**config.mk**
```make
export PLATFORM = sky130hd
export DESIGN_NAME = instr_fetch_stage
export DESIGN_NICKNAME = d
export VERILOG_FILES = /design/src/rtl/instr_fetch_stage.sv
export SDC_FILE = /design/constraint.sdc
export NUM_CORES = 1
export LEC_CHECK = 0
export ABC_AREA = 1
export CORE_MARGIN = 4
export CORE_UTILIZATION = 39
export DETAILED_ROUTE_END_ITERATION = 10
export HOLD_SLACK_MARGIN = 0.15
export PLACE_DENSITY_LB_ADDON = 0.2
export SETUP_SLACK_MARGIN = 0.2
export SLEW_MARGIN = 20
export SYNTH_ARGS = -nofsm -noshare
export SYNTH_HDL_FRONTEND = slang
export SYNTH_SLANG_ARGS = --single-unit
```
**constraint.sdc**
```tcl
create_clock -name i_clk -period 3.4 [get_ports i_clk]
set_input_delay 0.51 -clock i_clk [delete_from_list [all_inputs] [get_ports i_clk]]
set_output_delay 0.51 -clock i_clk [all_outputs]
set_load 0.005 [all_outputs]
```
**src/rtl/instr_fetch_stage.sv**
```systemverilog
// Instruction fetch stage: one outstanding imem request feeding a 2-entry
// instruction FIFO toward decode. Define FETCH_PERF_CNT_EN to add a memory-wait cycle counter.
module instr_fetch_stage #(
  parameter int NBITS = 32
) (
  input  logic             i_clk,
  input  logic             i_reset,
  input  logic [NBITS-1:0] i_PC,
  input  logic             i_flush,
  input  logic             i_stall,
  output logic             o_imem_req,
  output logic [NBITS-1:0] o_imem_addr,
  input  logic             i_imem_ack,
  input  logic [NBITS-1:0] i_imem_rdata,
  output logic             o_PC_Write,
  output logic             o_valid,
  output logic [NBITS-1:0] o_instr,
  output logic [NBITS-1:0] o_PC_4,
  output logic [31:0]      o_wait_cycles
);

  typedef enum logic [1:0] {
    IDLE  = 2'd0,
    BUSY  = 2'd1,
    DRAIN = 2'd2
  } state_e;

  state_e           state_q, state_d;
  logic [NBITS-1:0] addr_q, addr_d;
  logic [1:0]       count_q, count_d;
  logic             wr_ptr_q, wr_ptr_d;
  logic             rd_ptr_q, rd_ptr_d;
  logic [NBITS-1:0] instr_q [2];
  logic [NBITS-1:0] instr_d [2];
  logic [NBITS-1:0] pc4_q   [2];
  logic [NBITS-1:0] pc4_d   [2];

  logic       push;
  logic       pop;
  logic [2:0] proj_count;
  logic       can_issue;

  // A new request is only issued if its response is guaranteed a FIFO slot.
  always_comb begin
    push       = (state_q == BUSY) && i_imem_ack && !i_flush;
    pop        = (count_q != 2'd0) && !i_stall && !i_flush;
    proj_count = {1'b0, count_q} + {2'b00, push} - {2'b00, pop};
    can_issue  = !i_flush && (proj_count <= 3'd1);
  end

  // NOTE: every signal written here gets a default first, so no path
  // through the case can leave it unassigned and infer a latch.
  always_comb begin
    state_d = state_q;
    addr_d  = addr_q;
    unique case (state_q)
      IDLE: begin
        if (can_issue) begin
          state_d = BUSY;
          addr_d  = i_PC;
        end
      end
      BUSY: begin
        if (i_flush) begin
          state_d = i_imem_ack ? IDLE : DRAIN;
        end else if (i_imem_ack) begin
          if (can_issue) begin
            addr_d = i_PC;
          end else begin
            state_d = IDLE;
          end
        end
      end
      DRAIN: begin
        if (i_imem_ack) begin
          state_d = IDLE;
        end
      end
      default: state_d = IDLE;
    endcase
  end

  always_comb begin
    count_d  = count_q;
    wr_ptr_d = wr_ptr_q;
    rd_ptr_d = rd_ptr_q;
    instr_d  = instr_q;
    pc4_d    = pc4_q;
    if (i_flush) begin
      count_d  = 2'd0;
      wr_ptr_d = 1'b0;
      rd_ptr_d = 1'b0;
    end else begin
      if (push) begin
        instr_d[wr_ptr_q] = i_imem_rdata;
        pc4_d[wr_ptr_q]   = addr_q + NBITS'(4);
        wr_ptr_d          = ~wr_ptr_q;
      end
      if (pop) begin
        rd_ptr_d = ~rd_ptr_q;
      end
      count_d = proj_count[1:0];
    end
  end

  // NOTE: sequential state uses non-blocking assignments only, so every flop
  // samples the pre-edge value of every other flop.
  always_ff @(posedge i_clk) begin
    if (i_reset) begin
      state_q  <= IDLE;
      addr_q   <= '0;
      count_q  <= 2'd0;
      wr_ptr_q <= 1'b0;
      rd_ptr_q <= 1'b0;
      // NOTE: the FIFO storage is reset because the head entry drives
      // o_instr/o_PC_4 directly and those must read zero out of reset.
      instr_q  <= '{default: '0};
      pc4_q    <= '{default: '0};
    end else begin
      state_q  <= state_d;
      addr_q   <= addr_d;
      count_q  <= count_d;
      wr_ptr_q <= wr_ptr_d;
      rd_ptr_q <= rd_ptr_d;
      instr_q  <= instr_d;
      pc4_q    <= pc4_d;
    end
  end

  assign o_imem_req  = (state_q == BUSY) || (state_q == DRAIN);
  assign o_imem_addr = addr_q;
  assign o_PC_Write  = !i_reset && (push || i_flush);
  assign o_valid     = (count_q != 2'd0);
  assign o_instr     = instr_q[rd_ptr_q];
  assign o_PC_4      = pc4_q[rd_ptr_q];

`ifdef FETCH_PERF_CNT_EN
  logic [31:0] wait_q, wait_d;

  always_comb begin
    wait_d = wait_q;
    if (o_imem_req && !i_imem_ack && (wait_q != 32'hFFFF_FFFF)) begin
      wait_d = wait_q + 32'd1;
    end
  end

  always_ff @(posedge i_clk) begin
    if (i_reset) begin
      wait_q <= 32'd0;
    end else begin
      wait_q <= wait_d;
    end
  end

  assign o_wait_cycles = wait_q;
`else
  assign o_wait_cycles = 32'd0;
`endif

endmodule

```
==> impl_metrics.py, run 1 <==
metrics = {
    "setup_path": {
        "cp-endpoint": "o_imem_addr[20]",
        "crit_arrival_ns": 3.16,
        "rr_endpoint": "o_imem_addr[20]",
        "crit_type": "reg -> reg",
        "path_delay_family": "adder cells",
        "path_buf_inv": 4,
        "r2r-start": "state_q[1]",
        "critical_path.max_fanout": 56,
        "crit_required_ns": 3.72,
        "crit_chain": "inv_1 > ha_1 > nand3_4 > ha_1 > inv_1 > ha_1 > fa_1 > inv_1 > nand3_2 > nor2_4 > nand2_2 > buf_12 > o21ai_0 > a21oi_1",
        "worst-r2r-cell-count": 14,
        "endpoint_kind": "flop",
        "start_kind": "flop",
        "startpoint": "state_q[1]",
        "cp_slowest_cell": "fa_1",
        "reg2reg_slack_ns": 0.56,
        "worst-path-stages": 14,
        "cpPeakStageDelay_ns": 0.42,
    },
    "sta": {
        "slew_viol_final": 0,
        "slew_headroom": 0.5205,
        "fin_ws_ns": 0.5610,
        "skew_ns": 0.009772,
        "hold_viol": 0,
        "fin_setup_tns_ns": 0,
        "finalCritPeriodShare": 0.8350,
        "period_minus_slack_ns": 2.839,
        "fmax_mhz": 352.2,
        "rsz0062_at_grt": "false",
        "setup_violations": 0,
        "tightest_slew_ns": 0.7183,
    },
    "clock_tree": {
        "cts_resized": 0,
        "hold_buffers": 0,
        "cts-root-buf": "clkbuf_16",
        "clockBufferDepth": 2,
        "cts_max_level": 4,
        "insertion_delay_ns": 0.44,
        "cts_tree": "built",
        "cts-buffers-inserted": 17,
        "postCtsSetupBuffers": 0,
        "cts_sinks": 166,
        "clk_pin_slew_ns": 0.07,
    },
    "placed_design": {
        "numPortBuffers": 167,
        "dp_hpwl_um": 16140,
        "routabilityCongestion": 0.9828,
        "post-place-ws_ns": 0.1234,
    },
    "power": {
        "vdd_drop_max_uv": 335.9,
        "switching_share": 0.2777,
        "p_sw_uw": 1297,
        "powerDensity_nw_per_um2": 453.0,
        "p_int_uw": 3373,
        "pwr-share-clk": 0.415,
        "p_leak_uw": 0.004085,
        "p_seq_frac": 0.453,
        "p_comb_frac": 0.131,
    },
    "global_routing": {
        "overflow": 0,
        "grt_pass1_wl_um": 35620,
        "grt_max_degree": 73,
        "antenna_found_initial": 0,
        "grt_pass1_vias": 6882,
        "globalRouteMet1Util": 0.2843,
        "grtUsageTotal": 0.1975,
        "top_usage_layer": "met2",
        "use_met2": 0.2880,
        "grtUsageMet3": 0.05655,
    },
    "synthesis": {
        "netlist_instances": 1165,
        "synth.distinct_cells": 29,
        "mappedNetlistArea_um2": 7978,
        "ys_warn_count": 0,
        "avgSynthCellArea_um2": 6.848,
        "ys_ff_latch": 166,
        "yosysSeqAreaShare": 0.4166,
    },
    "detailed_routing": {
        "num_vias": 7471,
        "drt_wl_total_um": 22460,
        "wire_per_inst_um": 14.18,
        "drt_pass1_iterations": 5,
        "drc": 0,
        "via_per_inst": 4.717,
        "drtIter0Drc": 568,
        "detail-route-antenna-nets": 0,
    },
    "die": {
        "start_util": 0.3955,
        "coreArea_um2": 20170,
        "rows": 52,
        "die_height_um": 151.0,
        "dieArea_um2": 22810,
        "io_pins": 200,
        "die_w_um": 151.0,
    },
    "cells_and_area": {
        "area_growth_pct": 29.22,
        "seq_area_um2": 3323,
        "fin_nets": 1377,
        "n_fill_cell": 2051,
        "drive_gt1_frac": 0.05099,
        "n_antenna_cell": 0,
        "multiInputGateArea_um2": 3597,
    },
    "outcome": {
        "status": "finished, final reports clean",
    },
    "min_path": {
        "hold_class": "reg -> reg",
    },
    "run": {
        "drv_cap": 0,
    },
}
per-layer routing:
layer	vias to the layer above	wire length (µm)	part of all wire
li1	3914	-	-
met1	3292	10950	0.49
met2	234	9348	0.42
met3	31	1796	0.080
met4	0	367	0.016
met5	-	0	0
metrics by stage:
stage	power [µW]	util	hold slack (ns)	instances	cell area, µm²
after floorplan	2434	-	0.4244	1196	8094
after global placement	2768	0.4819	0.4311	1552	9719
after detailed placement	2771	0.4819	0.4359	1552	9719
after CTS	4706	0.5111	0.4469	1584	10310
after global routing	4872	0.5111	0.4594	1584	10310
final	4669	0.5111	0.4442	1584	10310
layout make-up:
| cell class | count | area share |
|---|---|---|
| clock inverter | 15 | 0.01590 |
| inverter | 165 | 0.06008 |
| multi-input combinational | 768 | 0.3490 |
| clock buffer | 17 | 0.04127 |
| timing repair buffer | 183 | 0.1787 |
| tap | 270 | 0.03277 |
| sequential | 166 | 0.3224 |
flip-flops by register name, summed over array words and instances (netlist names):
register     cells
count_q          2
instr_q         64
o_imem_addr     32
pc4_q           64
rd_ptr_q         1
state_q          2
wr_ptr_q         1
cell families (layout without fill, tap and decap cells):
| kind of cell | Yosys count | in the layout | synth area share |
|---|---|---|---|
| simple gates | 405 | 405 | 0.2100 |
| other cells | 1 | 32 | 0.0004701 |
| xor+xnor | 6 | 6 | 0.006587 |
| fa+ha+maj | 7 | 7 | 0.01192 |
| compound gates | 318 | 318 | 0.2073 |
| flops | 166 | 166 | 0.4166 |
| buf+inv | 262 | 380 | 0.1471 |
power groups by stage:
| stage | sequential (µW) | combinational [µW] | clock (µW) |
|---|---|---|---|
| finish | 2120 | 614 | 1940 |
| global route | 2130 | 687 | 2060 |
| CTS | 2110 | 616 | 1980 |
| detailed placement | 2160 | 613 | 0 |
| global placement | 2160 | 608 | 0 |
| floorplan | 2130 | 304 | 0 |
synth_stat cells, drive strengths merged:
| cell type | n | share of area |
|---|---|---|
| o21ai | 186 | 0.12 |
| nand3 | 67 | 0.044 |
| dfxtp | 166 | 0.42 |
| fa | 1 | 0.0025 |
| ha | 6 | 0.0094 |
| a21oi | 107 | 0.067 |
| xnor2 | 1 | 0.0011 |
| xor2 | 5 | 0.0055 |
| nor2 | 124 | 0.063 |
| conb | 1 | 0.00047 |
| clkbuf | 33 | 0.016 |
| nand2 | 210 | 0.10 |
| o21a | 21 | 0.020 |
| buf | 64 | 0.054 |
| nand4 | 3 | 0.0024 |
| o21bai | 4 | 0.0038 |
| nor3 | 1 | 0.00063 |
| inv | 165 | 0.078 |
worst min-delay path by stage:
stage / startpoint / end / slack (ns) / depth (start not counted)
finish: instr_q[6] / instr_q[6] / 0.44 / 2
global placement: instr_q[1] / instr_q[1] / 0.43 / 2
floorplan: instr_q[0] / instr_q[0] / 0.42 / 2
CTS: instr_q[9] / instr_q[9] / 0.45 / 2
global route: instr_q[27] / instr_q[27] / 0.46 / 2
detailed placement: instr_q[9] / instr_q[9] / 0.44 / 2
worst register-to-register path, cell delays in order, from the launching register on:
cell and delay (ns):
dfxtp_1 0.34, inv_1 0.08, ha_1 0.26, nand3_4 0.14
ha_1 0.30, inv_1 0.04, ha_1 0.18, fa_1 0.42
inv_1 0.09, nand3_2 0.11, nor2_4 0.17, nand2_2 0.12
buf_12 0.20, o21ai_0 0.21, a21oi_1 0.06
cells in the final DEF, fill, tap and decap left out:
cell type,instances
a21oi_1,107
buf_12,4
buf_4,12
bufinv_16,1
clkbuf_16,17
clkdlybuf4s50_1,167
clkinv_4,3
clkinv_8,1
clkinvlp_4,3
conb_1,32
dfxtp_1,166
fa_1,1
ha_1,6
inv_1,158
inv_2,7
inv_6,4
inv_8,3
nand2_1,207
nand2_2,3
nand3_1,65
nand3_2,1
nand3_4,1
nand4_1,3
nor2_1,117
nor2_2,3
nor2_4,4
nor3_1,1
o21a_1,21
o21ai_0,180
o21ai_1,6
o21bai_1,4
xnor2_1,1
xor2_1,5
No activity file was read; power rests on OpenSTA's default activity.
==> run 2, diff against run 1 <==
Clock period 3.4 ns to 2.6 ns, I/O delays scaled along.
==> run 2 against run 1 <==
Against the previous run: hold slack hardly changed; clock skew is 0.0020 ns higher; critical path type unchanged; critical path depth stayed put; combinational power is 52% higher; largest cell class unchanged; maximum frequency is 18% higher; clock power is 32% higher; via count is 2.7% higher; cell area is 5.1% higher.
==> impl_metrics.py, run 2 (synthesis results as in run 1) <==
metrics = {
    "detailed_routing": {
        "num_vias": 7674,
        "drt_wl_total_um": 23530,
        "wire_per_inst_um": 14.63,
        "drtIter0Drc": 599,
        "detail-route-antenna-nets": 0,
        "drc": 0,
        "via_per_inst": 4.772,
        "drt_pass1_iterations": 5,
    },
    "min_path": {
        "whs_path_depth": 2,
        "hold_class": "reg -> reg",
    },
    "clock_tree": {
        "cts_max_level": 4,
        "hold_buffers": 0,
        "clockBufferDepth": 2,
        "cts-root-buf": "clkbuf_16",
        "cts_sinks": 166,
        "cts_tree": "built",
        "clk_pin_slew_ns": 0.07,
        "cts-buffers-inserted": 17,
        "insertion_delay_ns": 0.44,
    },
    "power": {
        "powerDensity_nw_per_um2": 578.4,
        "p_leak_uw": 0.004302,
        "total_power_uw": 6269,
        "p_sw_uw": 1768,
        "p_int_uw": 4501,
        "switching_share": 0.2820,
        "p_seq_frac": 0.441,
        "p_comb_frac": 0.149,
        "pwr-share-clk": 0.410,
        "vdd_drop_max_uv": 398.1,
    },
    "setup_path": {
        "crit_arrival_ns": 2.74,
        "crit_required_ns": 2.92,
        "endpoint_kind": "flop",
        "start_kind": "flop",
        "reg2reg_slack_ns": 0.19,
        "worst-r2r-cell-count": 14,
        "cpPeakStageDelay_ns": 0.41,
        "path_delay_family": "adder cells",
        "critical_path.max_fanout": 8,
        "worst-path-stages": 14,
        "crit_chain": "inv_2 > ha_4 > nand3_4 > ha_4 > inv_2 > ha_4 > fa_2 > inv_2 > nand3_4 > nor2_4 > nand2_8 > clkbuf_16 > o21ai_1 > a21oi_1",
        "cp_slowest_cell": "fa_2",
        "path_buf_inv": 4,
        "crit_type": "reg -> reg",
    },
    "cells_and_area": {
        "area_growth_pct": 35.85,
        "multiInputGateArea_um2": 3775,
        "n_antenna_cell": 0,
        "fin_nets": 1401,
        "final_area_um2": 10840,
        "seq_area_um2": 3332,
        "n_fill_cell": 1988,
        "final_cell_mix": "nand2_1 (205), clkdlybuf4s50_1 (166), dfxtp_1 (161)",
        "drive_gt1_frac": 0.09791,
        "layout_commonest_cell": "nand2_1",
    },
    "die": {
        "die_w_um": 151.0,
        "coreArea_um2": 20170,
        "io_pins": 200,
        "dieArea_um2": 22810,
        "die_height_um": 151.0,
        "start_util": 0.3955,
        "rows": 52,
    },
    "placed_design": {
        "routabilityCongestion": 0.9779,
        "dp_hpwl_um": 16450,
        "numPortBuffers": 167,
        "post-place-ws_ns": -0.3912,
        "post_dp_cell_area_um2": 9905,
    },
    "global_routing": {
        "overflow": 0,
        "grtUsageTotal": 0.1968,
        "antenna_found_initial": 0,
        "grt_max_degree": 73,
        "grt_pass1_vias": 6839,
        "grt_pass1_wl_um": 35520,
    },
    "sta": {
        "finalCritPeriodShare": 0.9283,
        "fmax_mhz": 414.3,
        "fin_ws_ns": 0.1864,
        "period_minus_slack_ns": 2.414,
        "rsz0062_at_grt": "true",
        "skew_ns": 0.01177,
        "fin_setup_tns_ns": 0,
        "setup_violations": 0,
        "hold_viol": 0,
        "slew_viol_final": 0,
    },
    "run": {
        "drv_cap": 0,
    },
    "outcome": {
        "status": "finished, final reports clean",
    },
}
run 2: metrics by stage:
step                hold WS [ns]  cells  utilization
floorplan                 0.4244   1196            -
global placement          0.4312   1564       0.4911
detailed placement        0.4363   1564       0.4911
CTS                       0.4484   1598       0.5221
global route              0.4611   1608       0.5373
finish                    0.4440   1608       0.5373
run 2: power groups by stage:
| stage | registers, µW | logic, µW | clock network, µW |
|---|---|---|---|
| 2_1_floorplan | 2790 | 420 | 0 |
| 3_3_place_gp | 2820 | 845 | 0 |
| 3_5_place_dp | 2820 | 851 | 0 |
| 4_1_cts | 2760 | 859 | 2610 |
| 5_1_grt | 2770 | 1030 | 2720 |
| 6_report | 2760 | 934 | 2570 |
run 2: final timing paths:
path | from | end
min | instr_q[27] | instr_q[27]
max reg2reg | state_q[1] | o_imem_addr[22]
max | state_q[1] | o_imem_addr[22]
min reg2reg | instr_q[27] | instr_q[27]
run 2: worst min-delay path: cells and delay by family, from the launching register on:
kind / cells / cell delay (ns)
DFF: 1 / 0.30
buffers and inverters: 1 / 0.05
AOI/OAI and AO/OA: 1 / 0.05
run 2: final cells by class:
class	count	share of cell area
clock inverter	15	0.01686
timing repair buffer	207	0.1991
inverter	165	0.05784
sequential	166	0.3074
tap	270	0.03117
multi-input combinational	768	0.3483
clock buffer	17	0.03925
run 2: metal layers:
metal	up-vias	share of wire	track usage
met2	217	0.43	0.2873
li1	3954	-	-
met3	18	0.062	0.04698
met5	-	0	0
met1	3485	0.50	0.2936
met4	0	0.010	0.04397
run 2: timing repair:
action,CTS,global route
buffers inserted,2,7
gates resized for setup,3,51
endpoints found under the setup margin,52,90
gates cloned,0,3
pin swaps,2,6
hold endpoints to repair,0,0
==> variant, RTL diff (settings of run 1) <==
Re-encode `state_e` (3 states) as one-hot, 3 bits wide.
--- a/src/rtl/instr_fetch_stage.sv
+++ b/src/rtl/instr_fetch_stage.sv
@@ -19,10 +19,10 @@
   output logic [31:0]      o_wait_cycles
 );
 
-  typedef enum logic [1:0] {
-    IDLE  = 2'd0,
-    BUSY  = 2'd1,
-    DRAIN = 2'd2
+  typedef enum logic [2:0] {
+    IDLE  = 3'b001,
+    BUSY  = 3'b010,
+    DRAIN = 3'b100
   } state_e;
 
   state_e           state_q, state_d;
Behaviour: no difference found for any inputs over 4 cycles, from zero or initial values and one cycle with i_reset high; so few cycles prove little.
==> variant against run 1 <==
Cell area grew 0.38%; area after synthesis is essentially flat; wire length grew 0.30%; power shrank 3.3%; sequential cell count grew 1; setup slack lost 27 ps; critical path type is now input port to flop; largest power group unchanged; highest routed layer unchanged.
==> variant: results (changes against run 1) <==
- Post-synthesis xor/xnor area fraction: 0.0121 (+0.00549)
- Slowest stage cell on the critical path: clkdlybuf4s50_1
- Crit path max fanout: 22 (-61%)
- Tot GR Track Use: 0.195 (-0.00228)
- Number of global-route vias before repair: 6852 (-0.44%)
- NumNets Final: 1468 (+6.6%)
- Syn avg cell area: 6.35 um2 (-7.2%)
- Hold slack final: 468 ps (+23.4 ps)
- R2R Setup Slk: 580 ps (+20 ps)
- Met2 Use GR: 0.306 (+0.0179)
- Post-synthesis sequential area ratio: 0.419 (+0.00238)
- M3 GR Usage: 0.0392 (-0.0174)
- P_leak: 4.32 nW (+5.7%)
- Share of layout cells above drive strength 1: 0.0455 (-0.00553)
- Adder-cell area share of the yosys netlist: 0.00721 (-0.00471)
- Layout Cells excl Fill: 1678 (+5.9%)
- Worst-Margin Slew: 655 ps (-63.1 ps)
- Compound-gate portion of the synthesized area: 0.0886 (-0.119)
- Placed Cells: 1646 (+6.1%)
- Worst Path Arrival: 3190 ps (+30 ps)
- CTS Buf Count: 17 (unchanged)
- Final min period: 2870 ps (+27.4 ps)
- Reg2reg start: state_q[1]
- Vias per cell: 4.62 (-2.0%)
- Largest net degree at the start of global routing: 82 (+12%)
- Synth top cells by count: nor2_1 (370), nand2_1 (319), dfxtp_1 (167)
- Status: completed
- DP Worst Slack: 91.1 ps (-32.3 ps)
- CP startpoint: i_flush
- Capture point of the worst path: o_imem_addr[16]
- Area contributors post-synth: dfxtp_1 (42%), nor2_1 (17%), nand2_1 (15%)
- Worst Hold End: pc4_q[40]
- Hpwl dp: 15200 um (-5.6%)
- Sw Share: 0.277 (-0.000659)
- Min-delay src: pc4_q[40]
- Peak supply drop: 0.325 mV (-3.2%)
- Routing usage on met1: 0.275 (-0.00962)
- Post-synthesis cell type count: 25 (-14%)
- Slowest cell delay on critical path: 470 ps (+50 ps)
- GPL Wtd Cong: 0.877 (-11%)
- Wire length of the first global-routing pass: 35500 um (-0.44%)
- Initial DRC count: 346 (-39%)
variant: cell type report:
class,instances,area (um2)
Clock buffer,17,425
Clock inverter,15,160
Fill cell,2070,9820
Inverter,80,300
Multi-Input combinational cell,944,3940
Sequential cell,167,3340
Tap cell,270,338
Timing Repair Buffer,185,1840
variant: routing by layer:
layer / vias to the layer above / routed length (um)
li1: 4089 / -
met1: 3429 / 11200
met2: 213 / 9940
met3: 26 / 1130
met4: 0 / 303
met5: - / 0
variant: power groups by stage:
stage / Clock (W) / Combinational, W / Sequential (W)
after floorplan: 0 / 0.000261 / 0.00213
after global placement: 0 / 0.000503 / 0.00215
after detailed placement: 0 / 0.000507 / 0.00215
after CTS: 0.00195 / 0.000510 / 0.00211
after global routing: 0.00204 / 0.000570 / 0.00212
final: 0.00190 / 0.000508 / 0.00211
